<file path="src/rtl/score_tracker.sv">
// score_tracker
//   Score keeper on the consumer side of the cannon game's result bus.
//   result_valid, hit and start_new_game are synchronised (SYNC_STAGES flops)
//   and edge-detected. Each rising result edge seen while a game is running
//   counts one shot. The block tracks shots, hits, the current and best hit
//   streak, and the win/lose outcome, and emits a one-cycle event strobe per
//   counted shot.
//
//   Optional feature macro: SCORE_TRACKER_TIMEOUT_EN
//     When defined, a shot clock counts ena-qualified PLAY cycles. If
//     TIMEOUT_CYCLES pass with no result edge, a miss is counted with
//     event_timeout=1. When undefined, event_timeout is tied 0 and
//     TIMEOUT_CYCLES is ignored.
//
// Ports
//   clk, rst_n      clock, asynchronous active-low reset
//   ena             enable; low freezes score state and discards edges
//   result_valid    level, shot resolved
//   hit             shot result, sampled with result_valid
//   target_x[4:0]   target column, sampled unsynchronised at event time
//   start_new_game  level, rising edge starts a new game
//   shots/hits      counters for the current game
//   streak          current consecutive hits
//   best_streak     longest streak in this game
//   last_target_x   target_x captured at the last result event
//   event_valid     one-cycle pulse per counted shot
//   event_hit       result of that shot
//   event_timeout   shot was a timeout miss
//   game_over, win  game finished / finished with hits >= WIN_HITS
module score_tracker #(
    parameter int unsigned SHOTS_PER_GAME = 8,
    parameter int unsigned WIN_HITS       = 5,
    parameter int unsigned SYNC_STAGES    = 2,
    parameter int unsigned TIMEOUT_CYCLES = 1024
) (
    input  logic       clk,
    input  logic       rst_n,
    input  logic       ena,
    input  logic       result_valid,
    input  logic       hit,
    input  logic [4:0] target_x,
    input  logic       start_new_game,
    output logic [3:0] shots,
    output logic [3:0] hits,
    output logic [3:0] streak,
    output logic [3:0] best_streak,
    output logic [4:0] last_target_x,
    output logic       event_valid,
    output logic       event_hit,
    output logic       event_timeout,
    output logic       game_over,
    output logic       win
);

    if (SHOTS_PER_GAME == 0 || SHOTS_PER_GAME > 15 || WIN_HITS == 0 ||
        WIN_HITS > SHOTS_PER_GAME || SYNC_STAGES == 0 || SYNC_STAGES > 3 ||
        TIMEOUT_CYCLES == 0) begin : g_bad_params
        $error("score_tracker: parameter out of range");
    end

    typedef enum logic [1:0] {ST_IDLE, ST_PLAY, ST_OVER} state_t;

    localparam logic [3:0] LP_SHOTS = 4'(SHOTS_PER_GAME);
    localparam logic [3:0] LP_WIN   = 4'(WIN_HITS);

    state_t                 r_state;
    logic [SYNC_STAGES-1:0] r_rv_sync;
    logic [SYNC_STAGES-1:0] r_hit_sync;
    logic [SYNC_STAGES-1:0] r_st_sync;
    logic                   r_rv_prev;
    logic                   r_st_prev;

    logic       w_rv_edge;
    logic       w_st_edge;
    logic       w_hit;
    logic       w_tmo;
    logic [3:0] w_shots_nx;
    logic [3:0] w_hits_nx;
    logic [3:0] w_streak_nx;

    // Synchronisers and edge detectors run regardless of ena so that a
    // level held across an ena=0 window does not produce a late edge.
    always_ff @(posedge clk or negedge rst_n) begin
        if (!rst_n) begin
            r_rv_sync  <= '0;
            r_hit_sync <= '0;
            r_st_sync  <= '0;
            r_rv_prev  <= 1'b0;
            r_st_prev  <= 1'b0;
        end else begin
            r_rv_sync[0]  <= result_valid;
            r_hit_sync[0] <= hit;
            r_st_sync[0]  <= start_new_game;
            for (int unsigned i = 1; i < SYNC_STAGES; i++) begin
                r_rv_sync[i]  <= r_rv_sync[i-1];
                r_hit_sync[i] <= r_hit_sync[i-1];
                r_st_sync[i]  <= r_st_sync[i-1];
            end
            r_rv_prev <= r_rv_sync[SYNC_STAGES-1];
            r_st_prev <= r_st_sync[SYNC_STAGES-1];
        end
    end

    assign w_rv_edge   = r_rv_sync[SYNC_STAGES-1] & ~r_rv_prev;
    assign w_st_edge   = r_st_sync[SYNC_STAGES-1] & ~r_st_prev;
    assign w_hit       = r_hit_sync[SYNC_STAGES-1];
    assign w_shots_nx  = shots + 4'd1;
    assign w_hits_nx   = hits + 4'd1;
    assign w_streak_nx = streak + 4'd1;

`ifdef SCORE_TRACKER_TIMEOUT_EN
    localparam int unsigned    LP_TW       = (TIMEOUT_CYCLES > 1) ? $clog2(TIMEOUT_CYCLES) : 1;
    localparam logic [LP_TW-1:0] LP_TMO_LAST = LP_TW'(TIMEOUT_CYCLES - 1);

    logic [LP_TW-1:0] r_tmr;

    // Shot clock: restarts on game start, outside PLAY, and on every event.
    always_ff @(posedge clk or negedge rst_n) begin
        if (!rst_n) begin
            r_tmr <= '0;
        end else if (ena) begin
            if (w_st_edge || r_state != ST_PLAY || w_rv_edge || w_tmo)
                r_tmr <= '0;
            else
                r_tmr <= r_tmr + 1'b1;
        end
    end

    assign w_tmo = (r_tmr == LP_TMO_LAST);
`else
    assign w_tmo         = 1'b0;
    assign event_timeout = 1'b0;
`endif

    always_ff @(posedge clk or negedge rst_n) begin
        if (!rst_n) begin
            r_state       <= ST_IDLE;
            shots         <= '0;
            hits          <= '0;
            streak        <= '0;
            best_streak   <= '0;
            last_target_x <= '0;
            event_valid   <= 1'b0;
            event_hit     <= 1'b0;
`ifdef SCORE_TRACKER_TIMEOUT_EN
            event_timeout <= 1'b0;
`endif
            game_over     <= 1'b0;
            win           <= 1'b0;
        end else begin
            event_valid <= 1'b0;
            event_hit   <= 1'b0;
`ifdef SCORE_TRACKER_TIMEOUT_EN
            event_timeout <= 1'b0;
`endif
            if (ena) begin
                // A start edge outranks a coincident result edge.
                if (w_st_edge) begin
                    r_state       <= ST_PLAY;
                    shots         <= '0;
                    hits          <= '0;
                    streak        <= '0;
                    best_streak   <= '0;
                    last_target_x <= '0;
                    game_over     <= 1'b0;
                    win           <= 1'b0;
                end else begin
                    case (r_state)
                        ST_IDLE: ;
                        ST_PLAY: begin
                            if (w_rv_edge || w_tmo) begin
                                event_valid <= 1'b1;
                                event_hit   <= w_rv_edge & w_hit;
`ifdef SCORE_TRACKER_TIMEOUT_EN
                                event_timeout <= ~w_rv_edge;
`endif
                                shots <= w_shots_nx;
                                if (w_rv_edge)
                                    last_target_x <= target_x;
                                if (w_rv_edge && w_hit) begin
                                    hits   <= w_hits_nx;
                                    streak <= w_streak_nx;
                                    if (w_streak_nx > best_streak)
                                        best_streak <= w_streak_nx;
                                end else begin
                                    streak <= '0;
                                end
                                if ((w_rv_edge && w_hit && w_hits_nx == LP_WIN) ||
                                    w_shots_nx == LP_SHOTS)
                                    r_state <= ST_OVER;
                            end
                        end
                        ST_OVER: begin
                            // Flags follow one cycle after the final event.
                            game_over <= 1'b1;
                            win       <= (hits >= LP_WIN);
                        end
                        default: r_state <= ST_IDLE;
                    endcase
                end
            end
        end
    end

endmodule
</file>
<file path="config.mk">
export PLATFORM = sky130hd
export DESIGN_NAME = score_tracker
export DESIGN_NICKNAME = d
export VERILOG_FILES = /design/src/rtl/score_tracker.sv
export SDC_FILE = /design/constraint.sdc
export NUM_CORES = 1
export LEC_CHECK = 0
export CELL_PAD_IN_SITES_DETAIL_PLACEMENT = 0
export CELL_PAD_IN_SITES_GLOBAL_PLACEMENT = 1
export CORE_ASPECT_RATIO = 0.6
export CORE_MARGIN = 4
export CORE_UTILIZATION = 25
export CTS_BUF_LIST = sky130_fd_sc_hd__clkbuf_4 sky130_fd_sc_hd__clkbuf_8
export DETAILED_ROUTE_END_ITERATION = 6
export GPL_TIMING_DRIVEN = 0
export PLACE_DENSITY_LB_ADDON = 0.1
export REMOVE_ABC_BUFFERS = 1
export SLEW_MARGIN = 20
export SYNTH_ARGS = -nofsm -noshare
export SYNTH_HDL_FRONTEND = slang
export SYNTH_SLANG_ARGS = --single-unit
</file>
<file path="constraint.sdc">
create_clock -name clk -period 2.7 [get_ports clk]
set_clock_uncertainty 0.15 [all_clocks]
set_input_delay 0.54 -clock clk [delete_from_list [all_inputs] [get_ports clk]]
set_output_delay 0.54 -clock clk [all_outputs]
set_load 0.005 [all_outputs]
</file>
==> flow_summary.yaml, run 1 <==
synthesis:
  yosysWarnings: 0
  synthArstFlopShare_pct: 100.0
  postSynthAreaPerCell_um2: 11.09
  synth-main-ff-cell: "dfrtp_1"
  syn_inst: 146
  synth_area_um2: 1619
  ys_ff_latch: 35
  synth.distinct_cells: 37
  seq_area_frac_synth_pct: 54.10
  synth_edf_count: 0
pwr:
  leakage_uw: 0.0009596
  ir_drop_mv: 0.2236
  pwr-share-comb_pct: 17.3
  p_per_area_nw_per_um2: 560.8
  seqPwrFrac_pct: 49.1
  clockPowerShare_pct: 33.6
  p_sw_share_pct: 27.21
  p_sw_uw: 332.0
  p_int_uw: 888.2
cts:
  postCtsSetupBuffers: 0
  numCtsBuffers: 5
  cts_tree: "yes"
  path_clk_slew_ns: 0.08
  clockRootBuffer: "clkbuf_8"
  htreeDepth: 2
  clk_path_buf_depth: 2
  cts_sinks: 35
  insertion_delay_ns: 0.29
floorplanning:
  core_um2: 6193
  rows: 22
  floorplan.initialDensity_pct: 26.14
  ios: 37
  die-area_um2: 7870
  die_w_um: 111.9
  die_y_um: 70.34
route:
  totalWireLength_um: 3620
  via_count: 1166
  drt-wirelength-per-cell_um: 13.31
  drc: 0
  drt-initial-drc-count: 25
  dr.pass1.iters: 4
  ant_nets: 0
  routed_via_density: 4.287
layout:
  area_growth_pct: 34.39
  drive_above_1_share_pct: 9.043
  layout.nets: 208
  fillCellCount: 618
  antenna_cells: 0
place:
  portBuffers: 35
  place_congestion: 0.7063
  place_worst_setup_slack_ns: 0.2152
  hpwlAfterDp_um: 2749
timing:
  grt_setup_unrepaired: "no"
  relSlewSlack_pct: 33.84
  tns_ns: 0
  finalWorstSetupSlack_ns: 0.2866
  setup_viol: 0
  min_period_ns: 2.413
  max_freq_mhz: 414.3
  hold_viol: 0
  period_share_pct: 89.39
  tightestPinTransition_ns: 0.9858
  final-max-slew-violation-count: 0
outcome:
  status: "complete, no violations"
setup_path:
  start_kind: "flop"
  crit_slowest_cell: "dfrtp_1"
  crit_type: "reg -> reg"
  cp.required_ns: 2.72
  crit_path_max_incr_delay_ns: 0.46
  cp.arrival_ns: 2.44
  path_cells: "nand3_1 -> xor2_1 -> inv_1 -> ha_1 -> nand2_1 -> o21ai_0 -> a31oi_1 -> a22o_1"
  worstPathMaxFanout: 7
  cp-end-kind: "flop"
global_route:
  grt_usage_pct: 10.03
  grt_max_degree: 29
  grt_pass1_wl_um: 6189
  grt-ovfl-total: 0
  grt_pass1_vias: 1194
  antenna_found_initial: 0
flow_run:
  maxCapViolations: 0
min_path:
  hold_path_class: "reg -> reg"
## layout by cell type, fill, tap and decap left out, types with 2 or more instances in the layout
cell type / n
a21oi_1: 4
a22o_1: 10
and2_1: 2
clkbuf_8: 6
clkdlybuf4s50_1: 34
clkinv_4: 2
dfrtp_1: 35
ha_1: 10
inv_1: 8
nand2_1: 15
nand2b_1: 5
nand3_1: 4
nor2_1: 6
nor3_1: 2
o21ai_0: 9
o21ai_1: 6
o31ai_1: 2
xnor2_1: 3
xor2_1: 4
## layer usage
metal	share of wire [%]	wire length (um)	global-route usage (%)
met2	36	1294	12.15
met1	56	2025	15.52
met3	7.1	256	3.983
met5	0	0	0
met4	1.2	44	3.239
## area by class of cell
cell class                      instances  area [um2]  share of cell area, %
Clock buffer                            6       82.58                  3.795
Clock inverter                          2       16.27                 0.7476
Inverter                               10       42.54                  1.955
Multi-Input combinational cell         98       678.2                  31.17
Sequential cell                        35       875.8                  40.25
Tap cell                               84       105.1                  4.830
Timing Repair Buffer                   37       375.4                  17.25
## kinds of logic (layout without fill, tap and decap cells)
kind of cell / after synthesis / in the layout / synth area share (%)
and+or+nand+nor: 42 / 42 / 14.37
DFF: 35 / 35 / 54.10
buffers and inverters: 13 / 55 / 4.018
AOI/OAI and AO/OA: 38 / 38 / 15.77
other: 1 / 1 / 0.2316
xor gates and xnor gates: 7 / 7 / 3.787
adders and majority gates: 10 / 10 / 7.728
## critical path, delay by kind of cell (launching register included)
| kind | cells | cell delay (ns) |
|---|---|---|
| AO/OA/AOI/OAI | 3 | 0.84 |
| XOR/XNOR | 1 | 0.24 |
| adder cells (fa/ha/maj) | 1 | 0.32 |
| buffers and inverters | 1 | 0.11 |
| flip-flops | 1 | 0.46 |
| AND/OR/NAND/NOR | 2 | 0.18 |
## power groups by stage
stage          combinational (uW)  sequential (uW)  clock [uW]
3_3_place_gp                  210              608           0
6_report                      211              599         410
2_1_floorplan                90.4              606           0
4_1_cts                       217              600         424
3_5_place_dp                  215              610           0
5_1_grt                       239              607         457
## synth_stat cells, types with 2 or more instances
master    instances  share of area, %
and2_1            2              0.77
nand3_1           4               1.2
nor3_1            2              0.62
nand2b_1          5               1.9
xnor2_1           3               1.6
a22o_1           10               5.4
nor2_1            6               1.4
o31ai_1           2              0.93
nand2_1          15               3.5
dfrtp_1          35                54
ha_1             10               7.7
xor2_1            4               2.2
o21ai_0           9               2.8
a21oi_1           4               1.2
inv_1             8               1.9
o21ai_1           6               1.9
## per-stage QoR
| step | area [um2] | instances | hold WS (ns) | util [%] | power [uW] |
|---|---|---|---|---|---|
| 6_report | 2176 | 272 | 0.2020 | 35.13 | 1220 |
| 5_1_grt | 2176 | 272 | 0.2103 | 35.13 | 1302 |
| 4_1_cts | 2176 | 272 | 0.2037 | 35.13 | 1241 |
| 3_5_place_dp | 2067 | 263 | 0.1855 | 33.37 | 824.9 |
| 3_3_place_gp | 2052 | 262 | 0.1827 | 33.13 | 818.7 |
| 2_1_floorplan | 1597 | 143 | 0.09441 | - | 696.6 |
## registers in the layout (all words and copies together), names as in the netlist, 2 cells and up
signal / cells
last_target_x: 5
best_streak: 4
hits: 4
shots: 4
streak: 4
r_hit_sync: 2
r_rv_sync: 2
r_st_sync: 2
r_state: 2
## final timing paths
kind	end	start	cells after the start	slack (ns)
min in group asynchronous	win	rst_n	2	0.49
worst min register to register	r_rv_sync[1]	r_rv_sync[0]	0	0.20
max in group asynchronous	best_streak[0]	rst_n	3	1.50
worst max-delay path	best_streak[3]	streak[0]	8	0.29
worst min-delay path	r_rv_sync[1]	r_rv_sync[0]	0	0.20
worst max register to register	best_streak[3]	streak[0]	8	0.29
## repair_timing
item	in CTS	in global routing
resized for setup	0	0
hold endpoints to repair	7	0
hold buffers	1	0
Power figures use the tool's default switching activity.
==> inputs of run 2 (changes only) <==
--- a/config.mk
+++ b/config.mk
@@ -13,7 +13,7 @@
 export CTS_BUF_LIST = sky130_fd_sc_hd__clkbuf_4 sky130_fd_sc_hd__clkbuf_8
 export DETAILED_ROUTE_END_ITERATION = 6
 export GPL_TIMING_DRIVEN = 0
-export PLACE_DENSITY_LB_ADDON = 0.1
+export PLACE_DENSITY = 0.61
 export REMOVE_ABC_BUFFERS = 1
 export SLEW_MARGIN = 20
 export SYNTH_ARGS = -nofsm -noshare
==> flow_summary.yaml, run 2 (synthesized netlist as in run 1, its figures left out) <==
layout:
  drive_above_1_share_pct: 9.043
  layout.nets: 208
  final_common_cell: "dfrtp_1"
  area_growth_pct: 33.77
  regMostFlops: "last_target_x"
  antenna_cells: 0
  final_cell_mix: "dfrtp_1, clkdlybuf4s50_1, nand2_1"
  largest_register_ffs: 5
  multi_input_area_um2: 678.2
  fillCellCount: 645
  seqCellArea_um2: 875.8
cts:
  cts_sinks: 35
  cts_tree: "yes"
  clockRootBuffer: "clkbuf_8"
  clk_path_buf_depth: 2
  numCtsBuffers: 5
  path_clk_slew_ns: 0.07
  insertion_delay_ns: 0.28
  htreeDepth: 2
  postCtsSetupBuffers: 0
  cts_resized: 0
outcome:
  status: "complete, no violations"
timing:
  min_period_ns: 2.372
  final-max-slew-violation-count: 0
  relSlewSlack_pct: 28.61
  hold_slack_ns: 0.2029
  hold_viol: 0
  grt_setup_unrepaired: "no"
  tns_ns: 0
  tightestPinTransition_ns: 1.064
  setup_viol: 0
  period_share_pct: 87.86
  max_freq_mhz: 421.5
setup_path:
  cp-end-kind: "flop"
  crit_type: "reg -> reg"
  cp.required_ns: 2.72
  worstPathMaxFanout: 7
  start_kind: "flop"
  cp.arrival_ns: 2.39
route:
  totalWireLength_um: 3622
  routed_via_density: 4.357
  drt-wirelength-per-cell_um: 13.32
  via_count: 1185
  ant_nets: 0
  dr.pass1.iters: 4
  drt-initial-drc-count: 28
  drc: 0
pwr:
  leakage_uw: 0.0009612
  power_uw: 1192
  ir_drop_mv: 0.1648
  p_per_area_nw_per_um2: 550.2
place:
  place_congestion: 0.7596
  portBuffers: 35
  hpwlAfterDp_um: 2717
global_route:
  grt-ovfl-total: 0
  antenna_found_initial: 0
  grt_usage_pct: 9.761
  grt_pass1_wl_um: 6113
  grt_max_degree: 30
  grt_pass1_vias: 1136
min_path:
  hold_path_class: "reg -> reg"
flow_run:
  maxCapViolations: 0
floorplanning:
  die-area_um2: 7870
  ios: 37
  die_w_um: 111.9
  core_um2: 6193
  rows: 22
  floorplan.initialDensity_pct: 26.14
  die_y_um: 70.34
-- run 2: cell count changes in the layout (fill, tap and decap cells not counted) --
cell	change
clkbuf_4	+2
clkbuf_8	-1
clkinv_2	+1
clkinv_4	-1
clkinvlp_4	-1
-- run 2: area by class of cell --
cell class | instances | share of cell area (%)
flip-flops and latches | 35 | 40.44
multi-input cells | 98 | 31.31
repair buffers | 37 | 17.33
well taps | 84 | 4.853
clock buffers | 7 | 3.871
inverters | 10 | 1.964
clock inverters | 1 | 0.2311
-- run 2: stage by stage --
| step | worst slack [ns] | cells | area, um2 | utilization (%) |
|---|---|---|---|---|
| floorplan | 0.5847 | 143 | 1597 | - |
| global placement | 0.05767 | 262 | 2052 | 33.13 |
| detailed placement | 0.2011 | 263 | 2067 | 33.37 |
| CTS | 0.3252 | 272 | 2166 | 34.97 |
| global route | 0.1659 | 272 | 2166 | 34.97 |
| finish | 0.3277 | 272 | 2166 | 34.97 |
-- run 2: power by group --
| part | switching (uW) | internal (uW) | leakage, uW |
|---|---|---|---|
| Clock | 182 | 201 | 0.0000491 |
| Sequential | 40.2 | 561 | 0.000457 |
| Combinational | 89.4 | 117 | 0.000455 |
-- run 2: repair_timing --
item / CTS / global route
hold endpoints to repair: 6 / 0
hold buffers: 1 / 0
endpoints found under the setup margin: 0 / 0
-- run 2: worst paths after layout --
kind	from	to	slack, ns	cells after the start
max	streak[0]	best_streak[3]	0.33	7
min	r_rv_sync[0]	r_rv_sync[1]	0.20	0
max reg2reg	streak[0]	best_streak[3]	0.33	7
min reg2reg	r_rv_sync[0]	r_rv_sync[1]	0.20	0
max in group asynchronous	rst_n	hits[0]	1.51	3
min in group asynchronous	rst_n	best_streak[1]	0.48	2
-- run 2: routing by layer --
metal / routed length (um) / part of all wire, % / track usage, % / vias to the layer above
met5: 0 / 0 / 0 / -
met4: 14 / 0.39 / 3.239 / 0
met3: 181 / 5.0 / 3.030 / 2
met2: 1485 / 41 / 13.15 / 23
met1: 1941 / 54 / 14.51 / 570
li1: - / - / - / 590
-- run 2: worst max-delay path: stages (launching register included) --
cell	delay, ns
dfrtp_1	0.45
ha_1	0.27
xor2_1	0.19
ha_1	0.30
nand2_1	0.05
o21ai_0	0.32
a31oi_1	0.25
a22o_1	0.28
==> inputs of run 3 (changes only) <==
--- a/config.mk
+++ b/config.mk
@@ -12,9 +12,11 @@
 export CORE_UTILIZATION = 25
 export CTS_BUF_LIST = sky130_fd_sc_hd__clkbuf_4 sky130_fd_sc_hd__clkbuf_8
 export DETAILED_ROUTE_END_ITERATION = 6
+export GPL_ROUTABILITY_DRIVEN = 1
 export GPL_TIMING_DRIVEN = 0
-export PLACE_DENSITY = 0.61
+export PLACE_DENSITY = 0.64
 export REMOVE_ABC_BUFFERS = 1
+export SETUP_SLACK_MARGIN = 0.05
 export SLEW_MARGIN = 20
 export SYNTH_ARGS = -nofsm -noshare
 export SYNTH_HDL_FRONTEND = slang
==> flow_summary.yaml, run 3 (synthesized netlist as in run 1, its figures left out) <==
timing:
  hold_viol: 0
  tns_ns: 0
  hold_slack_ns: 0.2052
  relSlewSlack_pct: 56.62
  grt_setup_unrepaired: "no"
  tightestPinTransition_ns: 0.6507
  setup_viol: 0
  final-max-slew-violation-count: 0
  finalWorstSetupSlack_ns: 0.2822
  min_period_ns: 2.418
  max_freq_mhz: 413.6
  period_share_pct: 89.55
layout:
  fillCellCount: 641
  area_growth_pct: 36.94
  finalNonFillerCells: 272
  final_common_cell: "dfrtp_1"
  layout.nets: 208
  final_cell_mix: "dfrtp_1, clkdlybuf4s50_1, nand2_1"
  largest_register_ffs: 5
  antenna_cells: 0
  drive_above_1_share_pct: 9.574
  regMostFlops: "last_target_x"
global_route:
  grt-ovfl-total: 0
  antenna_found_initial: 0
  grt_usage_pct: 9.792
  grt_pass1_vias: 1175
  grt_pass1_wl_um: 6127
  grt_max_degree: 29
place:
  place_worst_setup_slack_ns: 0.2266
  place_congestion: 0.7321
  placed_cells: 263
  portBuffers: 35
  hpwlAfterDp_um: 2616
setup_path:
  rr_worst_depth: 7
  timing.rr.end: "best_streak[3]"
  cp.required_ns: 2.73
  worstPathMaxFanout: 7
  crit_type: "reg -> reg"
  cp-end-kind: "flop"
  r2r-start: "streak[0]"
  start_kind: "flop"
  r2r_slack_ns: 0.28
  startpoint: "streak[0]"
  cp.arrival_ns: 2.45
route:
  drc: 0
  via_count: 1173
  drt-initial-drc-count: 21
  ant_nets: 0
  drt-wirelength-per-cell_um: 13.32
  wl_met1_um: 2059
  topRoutingLayerUsed: "met4"
  routed-wl-met2_um: 1376
  routed_via_density: 4.313
  dr.pass1.iters: 4
  wl_met3_um: 146
  totalWireLength_um: 3623
cts:
  cts_sinks: 35
  htreeDepth: 2
  numCtsBuffers: 5
  clockRootBuffer: "clkbuf_8"
  cts_tree: "yes"
  insertion_delay_ns: 0.28
  cts_resized: 0
  path_clk_slew_ns: 0.08
  clk_path_buf_depth: 2
pwr:
  p_per_area_nw_per_um2: 621.6
  ir_drop_mv: 0.3169
  leakage_uw: 0.0009773
floorplanning:
  die-area_um2: 7870
  floorplan.initialDensity_pct: 26.14
  die_w_um: 111.9
  core_um2: 6193
  ios: 37
  rows: 22
  die_y_um: 70.34
min_path:
  hold_path_class: "reg -> reg"
  hp-start: "r_st_sync[0]"
  whs_path_depth: 0
  holdPathEnd: "r_st_sync[1]"
flow_run:
  maxCapViolations: 0
outcome:
  status: "complete, no violations"
-- run 3: cell count changes in the layout (fill, tap and decap cells not counted) --
cell,change
bufinv_16,+2
clkbuf_4,-2
clkinv_2,-1
clkinvlp_4,+1
o21ai_1,-1
o21ai_2,+1
-- run 3: worst max-delay path by stage --
stage | to | slack (ns) | cells after the start
after global placement | last_target_x[3] | 0.06 | 1
after floorplan | best_streak[1] | 0.58 | 7
final | best_streak[3] | 0.28 | 7
after global routing | best_streak[1] | 0.05 | 8
after detailed placement | shots[2] | 0.23 | 6
after CTS | best_streak[1] | 0.31 | 7
-- run 3: per-stage QoR --
stage               instance area [um2]  power (uW)  utilization, %
floorplan                          1597       696.6               -
global placement                   2052       816.8           33.13
detailed placement                 2067       820.5           33.37
CTS                                2213        1403           35.74
global route                       2217        1457           35.80
finish                             2217        1378           35.80
-- run 3: critical path: stages (launching register included) --
cell	delay (ns)
dfrtp_1	0.47
ha_1	0.27
xor2_1	0.19
ha_1	0.31
nand2_1	0.05
o21ai_0	0.34
a31oi_1	0.25
a22o_1	0.28
-- run 3: final cells by class --
class | count | area, um2 | area share (%)
Clock buffer | 5 | 68.82 | 3.104
Sequential cell | 35 | 875.8 | 39.50
Inverter | 10 | 42.54 | 1.919
Timing Repair Buffer | 37 | 375.4 | 16.93
Multi-Input combinational cell | 98 | 681.9 | 30.76
Tap cell | 84 | 105.1 | 4.740
Clock inverter | 3 | 67.56 | 3.047
-- run 3: what timing repair did --
action | CTS | global route
buffers inserted | 0 | 0
hold buffers | 1 | 0
endpoints found under the hold margin | 7 | 0
-- run 3: per-layer routing --
metal,up-vias,GRT usage [%]
li1,590,-
met1,553,14.99
met2,25,12.35
met3,5,3.203
met4,0,3.644
met5,-,0
-- run 3: power by group --
group	total (uW)	switching, uW	leakage (uW)	internal [uW]
Combinational	208	90.6	0.000456	117
Clock	570	202	0.0000644	368
Sequential	600	39.0	0.000457	561
Total	1380	331	0.000977	1050
